==> src/rtl/tug_playfield.sv <==
// Tug-of-war playfield: one lit position moved by left/right presses, with a round FSM and saturating scores.
// Optional TUG_AUTO_RESTART_EN: win states return to PLAY after RESTART_CYCLES cycles.
module tug_playfield #(
    parameter int NUM_LIGHTS     = 9,
    parameter int SCORE_W        = 3,
    parameter int RESTART_CYCLES = 4
) (
    input  logic                  clk,
    input  logic                  reset,
    input  logic                  L,
    input  logic                  R,
    output logic [NUM_LIGHTS-1:0] lights,
    output logic                  winner_l,
    output logic                  winner_r,
    output logic [SCORE_W-1:0]    score_l,
    output logic [SCORE_W-1:0]    score_r
);

    // state | meaning
    // PLAY  | lit position moves with presses
    // WIN_L | left pushed the light off the left end; presses ignored
    // WIN_R | right pushed the light off the right end; presses ignored
    typedef enum logic [1:0] {PLAY = 2'd0, WIN_L = 2'd1, WIN_R = 2'd2} state_t;

    localparam int POS_W = $clog2(NUM_LIGHTS);
    localparam logic [POS_W-1:0]   CENTER    = POS_W'((NUM_LIGHTS - 1) / 2);
    localparam logic [POS_W-1:0]   LAST      = POS_W'(NUM_LIGHTS - 1);
    localparam logic [SCORE_W-1:0] SCORE_MAX = {SCORE_W{1'b1}};

    state_t             state_q, state_d;
    logic [POS_W-1:0]   pos_q, pos_d;
    logic [SCORE_W-1:0] score_l_q, score_l_d;
    logic [SCORE_W-1:0] score_r_q, score_r_d;

`ifdef TUG_AUTO_RESTART_EN
    localparam int CNT_W = (RESTART_CYCLES > 1) ? $clog2(RESTART_CYCLES) : 1;
    localparam logic [CNT_W-1:0] CNT_LOAD = CNT_W'(RESTART_CYCLES - 1);
    logic [CNT_W-1:0] cnt_q, cnt_d;
`endif

    always_ff @(posedge clk) begin
        if (reset) begin
            state_q   <= PLAY;
            pos_q     <= CENTER;
            score_l_q <= '0;
            score_r_q <= '0;
`ifdef TUG_AUTO_RESTART_EN
            cnt_q     <= '0;
`endif
        end else begin
            state_q   <= state_d;
            pos_q     <= pos_d;
            score_l_q <= score_l_d;
            score_r_q <= score_r_d;
`ifdef TUG_AUTO_RESTART_EN
            cnt_q     <= cnt_d;
`endif
        end
    end

    always_comb begin
        state_d   = state_q;
        pos_d     = pos_q;
        score_l_d = score_l_q;
        score_r_d = score_r_q;
`ifdef TUG_AUTO_RESTART_EN
        cnt_d     = cnt_q;
`endif
        case (state_q)
            PLAY: begin
                // simultaneous presses cancel
                if (L && !R) begin
                    if (pos_q == LAST) begin
                        state_d = WIN_L;
                        if (score_l_q != SCORE_MAX) score_l_d = score_l_q + 1'b1;
`ifdef TUG_AUTO_RESTART_EN
                        cnt_d = CNT_LOAD;
`endif
                    end else begin
                        pos_d = pos_q + 1'b1;
                    end
                end else if (R && !L) begin
                    if (pos_q == '0) begin
                        state_d = WIN_R;
                        if (score_r_q != SCORE_MAX) score_r_d = score_r_q + 1'b1;
`ifdef TUG_AUTO_RESTART_EN
                        cnt_d = CNT_LOAD;
`endif
                    end else begin
                        pos_d = pos_q - 1'b1;
                    end
                end
            end
            WIN_L, WIN_R: begin
`ifdef TUG_AUTO_RESTART_EN
                if (cnt_q == '0) begin
                    state_d = PLAY;
                    pos_d   = CENTER;
                end else begin
                    cnt_d = cnt_q - 1'b1;
                end
`endif
            end
            default: begin
                state_d = PLAY;
                pos_d   = CENTER;
            end
        endcase
    end

    always_comb begin
        winner_l = (state_q == WIN_L);
        winner_r = (state_q == WIN_R);
        lights   = '0;
        if (state_q == PLAY) lights = NUM_LIGHTS'(1) << pos_q;
        score_l  = score_l_q;
        score_r  = score_r_q;
    end

endmodule

==> config.mk <==
export PLATFORM = sky130hd
export DESIGN_NAME = tug_playfield
export DESIGN_NICKNAME = d
export VERILOG_FILES = /design/src/rtl/tug_playfield.sv
export SDC_FILE = /design/constraint.sdc
export NUM_CORES = 1
export LEC_CHECK = 0
export BUFFER_PORTS_ARGS = -buffer_cell sky130_fd_sc_hd__buf_4
export CAP_MARGIN = 15
export CORE_MARGIN = 2
export CORE_UTILIZATION = 55
export CTS_BUF_LIST = sky130_fd_sc_hd__clkbuf_8 sky130_fd_sc_hd__clkbuf_16
export DETAILED_ROUTE_END_ITERATION = 8
export PLACE_DENSITY = 0.81
export SETUP_SLACK_MARGIN = 0.05
export SLEW_MARGIN = 20
export SYNTH_ARGS = -nofsm -noshare
export SYNTH_HDL_FRONTEND = slang
export SYNTH_SLANG_ARGS = --single-unit
==> constraint.sdc <==
create_clock -name clk -period 2.9 [get_ports clk]
set_input_delay 0.29 -clock clk [delete_from_list [all_inputs] [get_ports clk]]
set_output_delay 0.29 -clock clk [all_outputs]
set_load 0.02 [all_outputs]
==> run metrics <==
worst hold start reset; routability cong. 0.8612; DRT Pass-1 Iters 4; CP endpoint kind flip-flop; All-Layer GR Usage 0.2408; LEAKAGE 0.0005388 µW; Hold EP score_l[0]$_SDFFE_PP0P_; Cell Int Power 499.0 µW; Clk pwr share 0.211; R2R Path End pos_q[3]$_SDFFE_PP0P_; Worst Tran Pin Value 0.5553 ns; Tightest Hold Check Type input port to flip-flop; num rows 14; Layout area overhead 22.24%; drt via density 6.172; Synth top area share 0.2755; initial drt markers 16; Residual DRC 0; Longest Clk Path Bufs 2; CTS tree built; IO buf count 20; Cells on Worst Hold Path 2; Vias 827; Post-Syn Nets 116; commonest non-fill, non-tap cells in the layout 20 x buf_4, 12 x dfxtp_1, 11 x ha_1, 10 x nor2_1, 8 x inv_1; Synth warnings 0; crit-path max FO 7; most common cell after layout, fill and taps aside buf_4; Post-Syn Area 872.1 µm²; Setup crit start R; outcome completed; worst path cell trace buf_4 > inv_1 > ha_1 > inv_1 > ha_1 > and3_4 > or3_1 > a2111oi_0 > nand3b_1; Comb power frac 0.480; slowest stage cell on the critical path a2111oi_0; Tmin final 2.206 ns; hpwl dp 1445 µm; final hold slack 0.3181 ns; Core Region 1489 µm²; register bit total from synthesis 12; Mapped Avg Cell Area 8.721 µm²; final setup fails 0; sequential power share 0.309; total wire length 2042 µm; Mapped Cells 100; sequential element share of the synthesized area 0.2755; initial antenna violation count 0; post-synth top area cell dfxtp_1; root buf cell clkbuf_8; Diodes inserted 0; # IOs 21; CTS buffer count 3; RSZ-0062 raised after global routing no; library cells used by synthesis 39; Worst-path clk slew 0.06 ns; critical path class input port to flip-flop; Fin Setup TNS 0 ns; vias in the first global route 846; Reg2Reg Depth 5; Pwr per Cell Area 836.8 nW/µm²; Post-CTS Resized 0; H-tree depth 1; Starting Density 0.5857; first-pass GRT wire length 3422 µm; DR WL/cell 15.24 µm; Worst slew margin 0.6264; ranking of synthesized cells by area dfxtp_1 28%, ha_1 16%, mux2i_1 4.6%; type of origin of the critical path input port; Peak VDD IR 0.4249 mV; Max Clk Rate 0.4533 GHz; reg2reg start pos_q[2]$_SDFFE_PP1P_; clk_skew 0.004391 ns; P_sw 393.0 µW; Post-CTS Setup Bufs 0; grt ovf 0; DIE HEIGHT 43.82 µm; Antenna Nets Post-Route 0; Clk Latency, worst-skew pair 0.25 ns; Die ar. 1920 µm²; Max Cap Violations 0; CP peak stage delay 0.43 ns; CP arrival 2.39 ns; Hold Vio Cnt, Final 0; Period Utilization, post-route 0.7606; R2R Setup Slk 0.71 ns; clock sinks 12; Final nets 135; Crit path required time 3.09 ns; Die W 43.82 µm; cts hold-fix bufs 0; layout cells sized above 1 0.2203; largest net degree at the start of global routing 14; Sw Share 0.4406; final-report max-slew violation count 0
[routing by layer]
metal  share of wire  global-route usage
met4           0.039              0.1636
met2            0.47              0.4294
met3           0.069             0.03750
met5               0                   0
met1            0.42              0.2558
[registers in the layout, indices dropped and copies added (netlist names)]
| signal | flops |
|---|---|
| score_l | 3 |
| score_r | 3 |
| state_q | 2 |
| pos_q | 4 |
[logic make-up (layout without fill, tap and decap cells)]
logic type,Yosys count,in the layout,synth area share
compound gates,15,15,0.1406
xor+xnor,4,4,0.04018
fa+ha+maj,12,12,0.1808
buf+inv,14,32,0.07029
flops,12,12,0.2755
mux,4,4,0.04591
simple gates,39,39,0.2468
[stage by stage]
step	area [µm²]	utilization	std cells	setup slack, ns	total power (µW)
after floorplan	872.1	-	100	0.8651	579.3
after global placement	1011	0.6790	130	0.6557	676.6
after CTS	1066	0.7160	134	0.7482	883.0
after global routing	1066	0.7160	134	0.5788	943.3
after detailed placement	1011	0.6790	130	0.5918	692.7
final	1066	0.7160	134	0.6941	892.0
[cell type report]
cell class | count | area (µm²)
clock buffer | 4 | 55.05
fill | 120 | 422.9
inverter | 8 | 30.03
multi-input combinational | 74 | 570.5
sequential | 12 | 240.2
tap | 16 | 20.02
timing repair buffer | 20 | 150.1
[synth_stat cells]
library cell	count
nand3_1	2
nor2b_1	2
o21ai_0	1
dfxtp_1	12
a211oi_1	1
a32oi_1	1
nor3_1	4
nand3b_1	2
o32ai_1	1
a21o_1	2
a21oi_1	2
nor3b_1	2
and3_1	1
nand4b_1	2
a211o_1	1
buf_6	1
inv_1	8
buf_1	1
xnor2_1	1
and3_4	1
o41a_1	1
o21ai_1	1
xor2_1	3
nand2b_1	2
clkbuf_1	3
or4_1	1
fa_1	1
or3_1	2
nor4_1	2
a41o_1	1
mux2i_1	4
ha_1	11
nand4_1	1
nand2_1	5
o41ai_2	1
a2111oi_0	1
nor2_1	10
buf_2	1
o31ai_1	1
[power groups by stage]
stage	Sequential [µW]	Combinational (µW)	Clock [µW]
after floorplan	216	363	0
after global placement	271	405	0
after detailed placement	273	419	0
after CTS	270	424	189
after global routing	283	469	191
final	276	428	188
[worst max-delay path: cells and delay by family]
family,cells,cell delay (ns)
fa+ha+maj,2,0.62
simple gates,3,0.75
buf+inv,3,0.30
compound gates,1,0.43
[worst max path at each step]
stage                       endpoint  slack (ns)  cells after the start
5_1_grt        pos_q[3]$_SDFFE_PP0P_        0.58                      9
2_1_floorplan  pos_q[3]$_SDFFE_PP0P_        0.87                      8
3_3_place_gp   pos_q[3]$_SDFFE_PP0P_        0.66                      9
3_5_place_dp   pos_q[3]$_SDFFE_PP0P_        0.59                      9
6_report       pos_q[3]$_SDFFE_PP0P_        0.69                      9
4_1_cts                    lights[0]        0.75                      6
No activity file was read; power rests on OpenSTA's default activity.
